$ cat src/rtl/shift_lfsr_engine_pkg.sv
// Shared types for the shift/LFSR engine: command opcodes, shift kinds, FSM states.
package shift_lfsr_pkg;

  typedef enum logic [1:0] {
    OP_LOAD  = 2'b00,
    OP_SHIFT = 2'b01,
    OP_RUN   = 2'b10,
    OP_STOP  = 2'b11
  } op_e;

  // Encoding 2'b11 is not listed and behaves as a logical shift.
  typedef enum logic [1:0] {
    K_LOGIC = 2'b00,
    K_ARITH = 2'b01,
    K_ROT   = 2'b10
  } kind_e;

  typedef enum logic [1:0] {
    ST_IDLE  = 2'b00,
    ST_SHIFT = 2'b01,
    ST_RUN   = 2'b10
  } state_e;

endpackage

$ cat src/rtl/shift_lfsr_engine_tick_divider.sv
// Free-running modulo-DIV counter producing a one-cycle enable pulse.
module tick_divider #(
  parameter int DIV = 4
) (
  input  logic clk,
  input  logic rst,
  input  logic clr,
  output logic tick
);

  localparam int CW = (DIV > 1) ? $clog2(DIV) : 1;
  localparam logic [CW-1:0] LAST = CW'(DIV - 1);

  logic [CW-1:0] r_cnt;

  assign tick = (r_cnt == LAST);

  // Count 0..DIV-1; clr restarts the period so the next tick is DIV cycles away.
  always_ff @(posedge clk) begin
    if (rst || clr) begin
      r_cnt <= '0;
    end else if (tick) begin
      r_cnt <= '0;
    end else begin
      r_cnt <= r_cnt + CW'(1);
    end
  end

endmodule

$ cat src/rtl/shift_lfsr_engine.sv
// Single-register engine: LOAD, staged barrel SHIFT (one power-of-two stage per
// cycle) and a divider-paced Fibonacci LFSR, all behind a valid/ready command port.
module shift_lfsr_engine
  import shift_lfsr_pkg::*;
#(
  parameter int               WIDTH = 8,
  parameter logic [WIDTH-1:0] TAPS  = WIDTH'(8'h1D),
  parameter logic [WIDTH-1:0] SEED  = WIDTH'(8'h01),
  parameter int               DIV   = 4,
  localparam int              SH_W  = $clog2(WIDTH)
) (
  input  logic             clk,
  input  logic             rst,
  input  logic             cmd_valid,
  output logic             cmd_ready,
  input  logic [1:0]       cmd_op,
  input  logic [WIDTH-1:0] cmd_data,
  input  logic [SH_W-1:0]  cmd_shamt,
  input  logic             cmd_lr,
  input  logic [1:0]       cmd_kind,
  output logic [WIDTH-1:0] q,
  output logic             q_valid,
  output logic             running
);

  state_e           r_state, w_state_n;
  logic [WIDTH-1:0] r_q, w_q_n;
  logic             r_qv, w_qv_n;
  logic [SH_W-1:0]  r_stage, w_stage_n;
  logic [SH_W-1:0]  r_shamt;
  logic             r_lr;
  logic [1:0]       r_kind;
  logic             r_sign;
  logic             w_accept;
  logic             w_tick;
  op_e              w_op;

  // One shift stage by s positions; the arithmetic fill uses the sign captured at accept.
  function automatic logic [WIDTH-1:0] stage_shift(input logic [WIDTH-1:0] v,
                                                   input int unsigned s,
                                                   input logic lr,
                                                   input logic [1:0] kind,
                                                   input logic sign);
    logic [WIDTH-1:0] fill;
    fill = sign ? ~({WIDTH{1'b1}} >> s) : '0;
    if (kind == K_ROT) begin
      stage_shift = lr ? ((v << s) | (v >> (WIDTH - s))) : ((v >> s) | (v << (WIDTH - s)));
    end else if (lr) begin
      stage_shift = v << s;
    end else if (kind == K_ARITH) begin
      stage_shift = (v >> s) | fill;
    end else begin
      stage_shift = v >> s;
    end
  endfunction

  // Fibonacci step; the all-zero lock-up state is replaced by SEED.
  function automatic logic [WIDTH-1:0] lfsr_next(input logic [WIDTH-1:0] v);
    logic [WIDTH-1:0] n;
    n = {^(v & TAPS), v[WIDTH-1:1]};
    lfsr_next = (n == '0) ? SEED : n;
  endfunction

  assign w_op      = op_e'(cmd_op);
  assign cmd_ready = (r_state != ST_SHIFT);
  assign w_accept  = cmd_valid && cmd_ready;
  assign q         = r_q;
  assign q_valid   = r_qv;
  assign running   = (r_state == ST_RUN);

  // Any accepted command restarts the step period, so a command always beats a due tick.
  tick_divider #(.DIV(DIV)) u_div (
    .clk  (clk),
    .rst  (rst),
    .clr  (w_accept),
    .tick (w_tick)
  );

  // Next-state, next-q and q_valid decode.
  always_comb begin
    w_state_n = r_state;
    w_q_n     = r_q;
    w_qv_n    = 1'b0;
    w_stage_n = r_stage;
    case (r_state)
      ST_IDLE, ST_RUN: begin
        if (w_accept) begin
          case (w_op)
            OP_LOAD: begin
              w_q_n  = cmd_data;
              w_qv_n = 1'b1;
            end
            OP_SHIFT: begin
              w_state_n = ST_SHIFT;
              w_stage_n = '0;
            end
            OP_RUN: begin
              w_state_n = ST_RUN;
              if (r_q == '0) begin
                w_q_n  = SEED;
                w_qv_n = 1'b1;
              end
            end
            default: w_state_n = ST_IDLE;
          endcase
        end else if ((r_state == ST_RUN) && w_tick) begin
          w_q_n  = lfsr_next(r_q);
          w_qv_n = 1'b1;
        end
      end
      ST_SHIFT: begin
        if (r_shamt[r_stage]) begin
          w_q_n = stage_shift(r_q, 32'd1 << r_stage, r_lr, r_kind, r_sign);
        end
        if (r_stage == SH_W'(SH_W - 1)) begin
          w_state_n = ST_IDLE;
          w_qv_n    = 1'b1;
        end else begin
          w_stage_n = r_stage + SH_W'(1);
        end
      end
      default: w_state_n = ST_IDLE;
    endcase
  end

  // State, register value, pulse and stage counter.
  always_ff @(posedge clk) begin
    if (rst) begin
      r_state <= ST_IDLE;
      r_q     <= '0;
      r_qv    <= 1'b0;
      r_stage <= '0;
    end else begin
      r_state <= w_state_n;
      r_q     <= w_q_n;
      r_qv    <= w_qv_n;
      r_stage <= w_stage_n;
    end
  end

  // Capture shift parameters and the pre-shift sign at the accept edge.
  always_ff @(posedge clk) begin
    if (w_accept && (w_op == OP_SHIFT)) begin
      r_shamt <= cmd_shamt;
      r_lr    <= cmd_lr;
      r_kind  <= cmd_kind;
      r_sign  <= r_q[WIDTH-1];
    end
  end

endmodule

$ cat config.mk
export PLATFORM = sky130hd
export DESIGN_NAME = shift_lfsr_engine
export DESIGN_NICKNAME = d
export VERILOG_FILES = /design/src/rtl/shift_lfsr_engine_pkg.sv /design/src/rtl/shift_lfsr_engine_tick_divider.sv /design/src/rtl/shift_lfsr_engine.sv
export SDC_FILE = /design/constraint.sdc
export NUM_CORES = 1
export LEC_CHECK = 0
export CORE_ASPECT_RATIO = 0.6
export CORE_MARGIN = 10
export CORE_UTILIZATION = 30
export CTS_BUF_LIST = sky130_fd_sc_hd__clkbuf_4 sky130_fd_sc_hd__clkbuf_8
export CTS_CLUSTER_DIAMETER = 200
export DETAILED_ROUTE_END_ITERATION = 7
export GPL_TIMING_DRIVEN = 0
export SYNTH_ARGS = -nofsm -noshare
export SYNTH_HDL_FRONTEND = slang
export SYNTH_SLANG_ARGS = --single-unit
export TNS_END_PERCENT = 10
$ cat constraint.sdc
create_clock -name clk -period 4.2 [get_ports clk]
set_clock_uncertainty 0.05 [all_clocks]
set_input_delay 1.05 -clock clk [delete_from_list [all_inputs] [get_ports clk]]
set_output_delay 1.05 -clock clk [all_outputs]
set_load 0.005 [all_outputs]
==> flow_metrics.py, run 1 <==
metrics = {
    "timing": {
        "fin_tns_setup_ns": 0,
        "relSlewSlack_pct": 11.47,
        "slew_viol_final": 0,
        "rsz0062_at_grt": "no",
        "clock.fmax_ghz": 0.2646,
        "finalHoldViolCount": 0,
        "setup_viol": 0,
        "period_needed_ns": 3.780,
        "finalCritPeriodShare_pct": 89.99,
        "timing.final.ws_setup_ns": 0.4204,
        "worstMarginPinSlew_ns": 1.318,
    },
    "critical_path": {
        "critPathLaunchType": "flop",
        "cp_num_cells": 14,
        "path_max_fanout": 10,
        "slowest_stage": "a211oi_2",
        "arrival_ns": 3.94,
        "critPathLaunch": "r_stage[1]",
        "crit_top_cell": "ha_1",
        "slowest_delay_ns": 0.61,
        "crit_type": "reg -> reg",
        "worst_r2r_startpoint": "r_stage[1]",
        "critPathTopFamily": "compound AO/OA/AOI/OAI gates",
        "required_ns": 4.36,
        "cp_cell_sequence": "buf_4 -> inv_2 -> ha_1 -> buf_6 -> or3_4 -> a21o_1 -> o21ai_0 -> ha_1 -> nor4b_1 -> o2111ai_1 -> a211oi_2 -> nor3b_1 -> o2bb2ai_1 -> a221oi_1",
        "cp-end-kind": "flop",
        "worstRegToRegCells": 14,
        "crit_buf_inv": 3,
    },
    "global_routing": {
        "grt_pass1_wl_um": 16930,
        "antenna_found_initial": 0,
        "overflow": 0,
        "grt_pass1_vias": 2836,
        "grt_util_all_layers_pct": 16.16,
        "grt_max_degree": 15,
    },
    "clock_tree": {
        "clockBufferDepth": 2,
        "hold_buffers": 0,
        "clock_latency_ns": 0.30,
        "post_cts_buffers": 0,
        "cts_tree": "built",
        "cts_sinks": 23,
        "h-tree-depth": 1,
        "cts.clk_slew.worst_paths_ns": 0.11,
        "numCtsBuffers": 3,
        "cts-root-buf": "clkbuf_8",
        "cts_resized": 0,
    },
    "pwr": {
        "p_comb_share_pct": 36.0,
        "power.leakage_nw": 1.087,
        "switching_power_mw": 0.2386,
        "power.share.switching_pct": 36.85,
        "p_int_mw": 0.4090,
        "seqPwrFrac_pct": 39.3,
        "power_density_mw_per_mm2": 208.6,
        "ir_worst_vdd_uv": 137.7,
        "clkPwrFrac_pct": 24.7,
    },
    "drt": {
        "wl_um": 10950,
        "ant_nets": 0,
        "num_vias": 2968,
        "drc_errors": 0,
        "drt-initial-drc-count": 403,
        "firstDrtPassIters": 5,
        "avgViaCountPerCell": 6.301,
        "wire_per_inst_um": 23.25,
    },
    "cells_and_area": {
        "area_growth_pct": 17.81,
        "nNetsFinal": 389,
        "drive_above_1_share_pct": 12.26,
        "antenna_cells": 0,
        "fill_cells": 907,
        "fin_area_mm2": 0.003104,
    },
    "synthesis": {
        "synth_common_cells": "a21oi_1, nor2_1, nand2_1",
        "synthCells": 327,
        "ys_ff_latch": 23,
        "synthFlopType": "dfxtp_1",
        "yosysMostFrequentCell": "a21oi_1",
        "synth_fp_nets": 356,
        "syn_area_mm2": 0.002635,
        "synth_edf_count": 7,
        "synth_top_area_share_pct": 12.16,
        "yosysWarnings": 0,
        "ys_types": 78,
        "async_flop_share_pct": 0,
        "yosysTopAreaCell": "dfxtp_1",
        "synth_area_leaders": "dfxtp_1, edfxtp_1, mux4_2",
        "synth_seq_area_share_pct": 20.13,
        "synth_area_per_cell_um2": 8.058,
    },
    "floorplanning": {
        "die_h_um": 92.60,
        "rows": 26,
        "core_area_mm2": 0.008523,
        "die-width_um": 141.0,
        "start_util_pct": 30.92,
        "io_pins": 30,
        "dieArea_mm2": 0.01306,
    },
    "placement": {
        "io_buffers": 28,
        "gp_congestion": 0.9878,
        "pre_cts_ws_ns": 0.4747,
        "dp_hpwl_um": 8250,
        "placed_area_mm2": 0.003055,
    },
    "job": {
        "timing.max_cap.violations": 0,
    },
    "min_path": {
        "hold_depth": 1,
        "min_path_type": "reg -> reg",
        "min_from": "u_div.r_cnt[0]",
    },
    "outcome": {
        "status": "finished clean",
    },
}
metal layers:
metal	vias to the layer above	global-route usage, %	part of all wire (%)
met2	222	22.09	39
li1	1319	-	-
met3	12	6.629	15
met5	-	0	0
met1	1415	23.19	45
met4	0	2.397	0.83
cells in the final DEF, fill, tap and decap left out, drive strengths merged, types with 4 or more instances in the layout:
cell type | netlist | final
a21oi | 32 | 32
clkdlybuf4s50 | 0 | 28
nor2 | 22 | 22
nand2 | 20 | 20
o21ai | 18 | 18
buf | 18 | 18
inv | 17 | 17
dfxtp | 16 | 16
clkbuf | 13 | 16
mux2i | 13 | 13
nor3 | 11 | 11
ha | 10 | 10
nor2b | 7 | 7
mux4 | 7 | 7
edfxtp | 7 | 7
nand3 | 6 | 6
nand3b | 6 | 6
a22oi | 6 | 6
a211oi | 6 | 6
or3 | 6 | 6
a2111oi | 6 | 6
a31oi | 5 | 5
mux2 | 5 | 5
nor4 | 4 | 4
nand2b | 4 | 4
a2bb2oi | 4 | 4
a221oi | 4 | 4
a311oi | 4 | 4
a31o | 4 | 4
flip-flops by register name (all words and copies together), names as in the netlist:
name,count
q,8
r_shamt,3
r_stage,3
r_kind,2
r_state,2
u_div.r_cnt,2
q_valid,1
r_lr,1
r_sign,1
final timing paths:
kind,slack (ns),to
worst min register to register,0.40,u_div.r_cnt[0]
worst max-delay path,0.42,q[6]
worst min-delay path,0.40,u_div.r_cnt[0]
worst max register to register,0.42,q[6]
through the flow:
stage / hold WS, ns / instances / utilization, % / power (mW)
6_report: 0.3986 / 471 / 36.42 / 0.6476
5_1_grt: 0.4183 / 471 / 36.42 / 0.6781
4_1_cts: 0.4015 / 471 / 36.42 / 0.6420
3_5_place_dp: 0.3885 / 467 / 35.85 / 0.4844
3_3_place_gp: 0.3758 / 467 / 35.85 / 0.4862
2_1_floorplan: 0.3629 / 327 / - / 0.3972
power by group through the flow:
stage	registers, mW	clock network (mW)	logic [mW]
5_1_grt	0.256	0.174	0.248
3_5_place_dp	0.260	0	0.225
6_report	0.255	0.160	0.233
4_1_cts	0.254	0.162	0.226
3_3_place_gp	0.259	0	0.227
2_1_floorplan	0.254	0	0.143
logic make-up after synthesis:
family / synth area share (%)
buf+inv: 8.547
mux: 13.49
xor+xnor: 0.6649
simple gates: 20.75
fa+ha+maj: 4.748
compound gates: 31.67
flops: 20.13
layout make-up:
class / count / area [um2] / share of cell area, %
clock inverters: 1 / 7.507 / 0.2418
multi-input cells: 255 / 1879 / 60.54
inverters: 18 / 67.56 / 2.177
plain buffers: 31 / 157.7 / 5.079
well taps: 112 / 140.1 / 4.514
clock buffers: 3 / 41.29 / 1.330
flip-flops and latches: 23 / 530.5 / 17.09
repair buffers: 28 / 280.3 / 9.029
Power figures use the tool's default switching activity.
==> run 2: changes to the inputs <==
- CAP_MARGIN: unset -> 30
==> flow_metrics.py, run 2 (synthesized netlist as in run 1, its figures left out) <==
metrics = {
    "cells_and_area": {
        "final_common_cell": "a21oi_1",
        "drive_above_1_share_pct": 12.50,
        "area_growth_pct": 18.09,
        "fill_cells": 922,
        "stdcell_count": 472,
        "multiInputGateArea_mm2": 0.001879,
        "antenna_cells": 0,
        "nNetsFinal": 390,
        "seq_area_um2": 530.5,
        "final_cell_mix": "a21oi_1, clkdlybuf4s50_1, nor2_1",
        "largest_reg_flops": 8,
    },
    "critical_path": {
        "worst_r2r_startpoint": "r_stage[1]",
        "required_ns": 4.36,
        "cp-end-kind": "flop",
        "r2r_slack_ns": 0.33,
        "crit_type": "reg -> reg",
        "critPathTopFamily": "compound AO/OA/AOI/OAI gates",
        "worstRegToRegCells": 14,
        "r2r_end": "q[6]",
        "crit_top_cell": "ha_1",
        "slowest_delay_ns": 0.66,
        "crit_buf_inv": 3,
        "slowest_stage": "a211oi_2",
        "arrival_ns": 4.03,
        "critPathLaunchType": "flop",
        "path_max_fanout": 10,
        "cp_cell_sequence": "buf_4 -> inv_2 -> ha_1 -> buf_6 -> or3_4 -> a21o_1 -> o21ai_0 -> ha_1 -> nor4b_1 -> o2111ai_1 -> a211oi_2 -> nor3b_1 -> o2bb2ai_1 -> a221oi_1",
    },
    "drt": {
        "drt-initial-drc-count": 389,
        "ant_nets": 0,
        "wl_um": 11170,
        "num_vias": 2983,
        "met3_length_um": 1547,
        "wire_per_inst_um": 23.66,
        "met1Wirelength_um": 5037,
        "drc_errors": 0,
        "firstDrtPassIters": 5,
        "avgViaCountPerCell": 6.320,
        "wl_met2_um": 4348,
        "maxUsedRoutingLayer": "met4",
    },
    "placement": {
        "dp_hpwl_um": 8457,
        "gp_congestion": 0.9878,
        "io_buffers": 28,
        "dp_cells": 468,
    },
    "outcome": {
        "status": "finished clean",
    },
    "clock_tree": {
        "cts_resized": 0,
        "clock_latency_ns": 0.30,
        "cts_sinks": 23,
        "numCtsBuffers": 3,
        "post_cts_buffers": 0,
        "hold_buffers": 0,
        "cts-root-buf": "clkbuf_8",
        "clockBufferDepth": 2,
        "cts_tree": "built",
        "cts.clk_slew.worst_paths_ns": 0.11,
        "h-tree-depth": 1,
    },
    "global_routing": {
        "grt_pass1_wl_um": 17320,
        "grt_util_all_layers_pct": 16.65,
        "antenna_found_initial": 0,
        "grt_pass1_vias": 2866,
        "overflow": 0,
        "grt_max_degree": 15,
    },
    "min_path": {
        "min_path_type": "reg -> reg",
        "hold_depth": 1,
        "min_from": "u_div.r_cnt[0]",
        "min_to": "u_div.r_cnt[0]",
    },
    "floorplanning": {
        "start_util_pct": 30.92,
        "dieArea_mm2": 0.01306,
        "io_pins": 30,
        "die-width_um": 141.0,
        "die_h_um": 92.60,
        "core_area_mm2": 0.008523,
        "rows": 26,
    },
    "timing": {
        "rsz0062_at_grt": "no",
        "relSlewSlack_pct": 47.59,
        "clock.fmax_ghz": 0.2583,
        "setup_viol": 0,
        "period_needed_ns": 3.871,
        "slew_viol_final": 0,
        "finalHoldViolCount": 0,
        "fin_tns_setup_ns": 0,
        "finalCritPeriodShare_pct": 92.17,
        "worstMarginPinSlew_ns": 0.7819,
    },
    "pwr": {
        "switching_power_mw": 0.2409,
        "power.share.switching_pct": 37.04,
        "power_density_mw_per_mm2": 209.0,
        "clkPwrFrac_pct": 24.7,
        "p_int_mw": 0.4095,
        "power.leakage_nw": 1.093,
        "seqPwrFrac_pct": 39.2,
        "p_comb_share_pct": 36.1,
        "ir_worst_vdd_uv": 120.6,
    },
    "job": {
        "timing.max_cap.violations": 0,
    },
}
[run 2: worst register-to-register path, cell delays in order (launching register included)]
cell and delay, ns:
dfxtp_1 0.37, buf_4 0.19, inv_2 0.10, ha_1 0.21, buf_6 0.15, or3_4 0.40, a21o_1 0.15, o21ai_0 0.08
ha_1 0.26, nor4b_1 0.34, o2111ai_1 0.23, a211oi_2 0.66, nor3b_1 0.26, o2bb2ai_1 0.11, a221oi_1 0.25
[run 2: layout make-up]
type	instances	share of cell area [%]
flip-flops and latches	23	17.05
well taps	112	4.503
repair buffers	29	9.248
multi-input cells	255	60.39
plain buffers	31	5.066
inverters	18	2.171
clock inverters	1	0.2413
clock buffers	3	1.327
[run 2: worst max path at each step]
stage	endpoint	cells past startpoint	slack, ns	start
final	q[6]	14	0.33	r_stage[1]
after floorplan	q[6]	14	1.11	r_stage[1]
after global routing	q[6]	14	0.10	r_stage[1]
after detailed placement	q[6]	14	0.42	r_stage[1]
after CTS	q[6]	14	0.40	r_stage[1]
after global placement	q[6]	14	0.43	r_stage[1]
[run 2: power by group through the flow]
stage | clock, mW | sequential [mW] | combinational [mW]
after CTS | 0.163 | 0.254 | 0.228
after global routing | 0.175 | 0.256 | 0.250
after floorplan | 0 | 0.254 | 0.143
after detailed placement | 0 | 0.259 | 0.226
after global placement | 0 | 0.259 | 0.227
final | 0.161 | 0.255 | 0.235
[run 2: per-layer routing]
layer  global-route usage [%]  up-vias
met4                    3.510        0
met1                    24.06     1425
met5                        0        -
met2                    22.09      213
li1                         -     1322
met3                    6.782       23
[run 2: stage by stage]
step	total power [mW]	util [%]	area (um2)	worst slack, ns	hold slack, ns
floorplan	0.3972	-	2635	1.112	0.3629
global placement	0.4862	35.85	3055	0.4339	0.3758
detailed placement	0.4856	35.94	3063	0.4245	0.3873
CTS	0.6453	36.51	3112	0.4028	0.4008
global route	0.6810	36.51	3112	0.1045	0.4171
finish	0.6504	36.51	3112	0.3287	0.3975
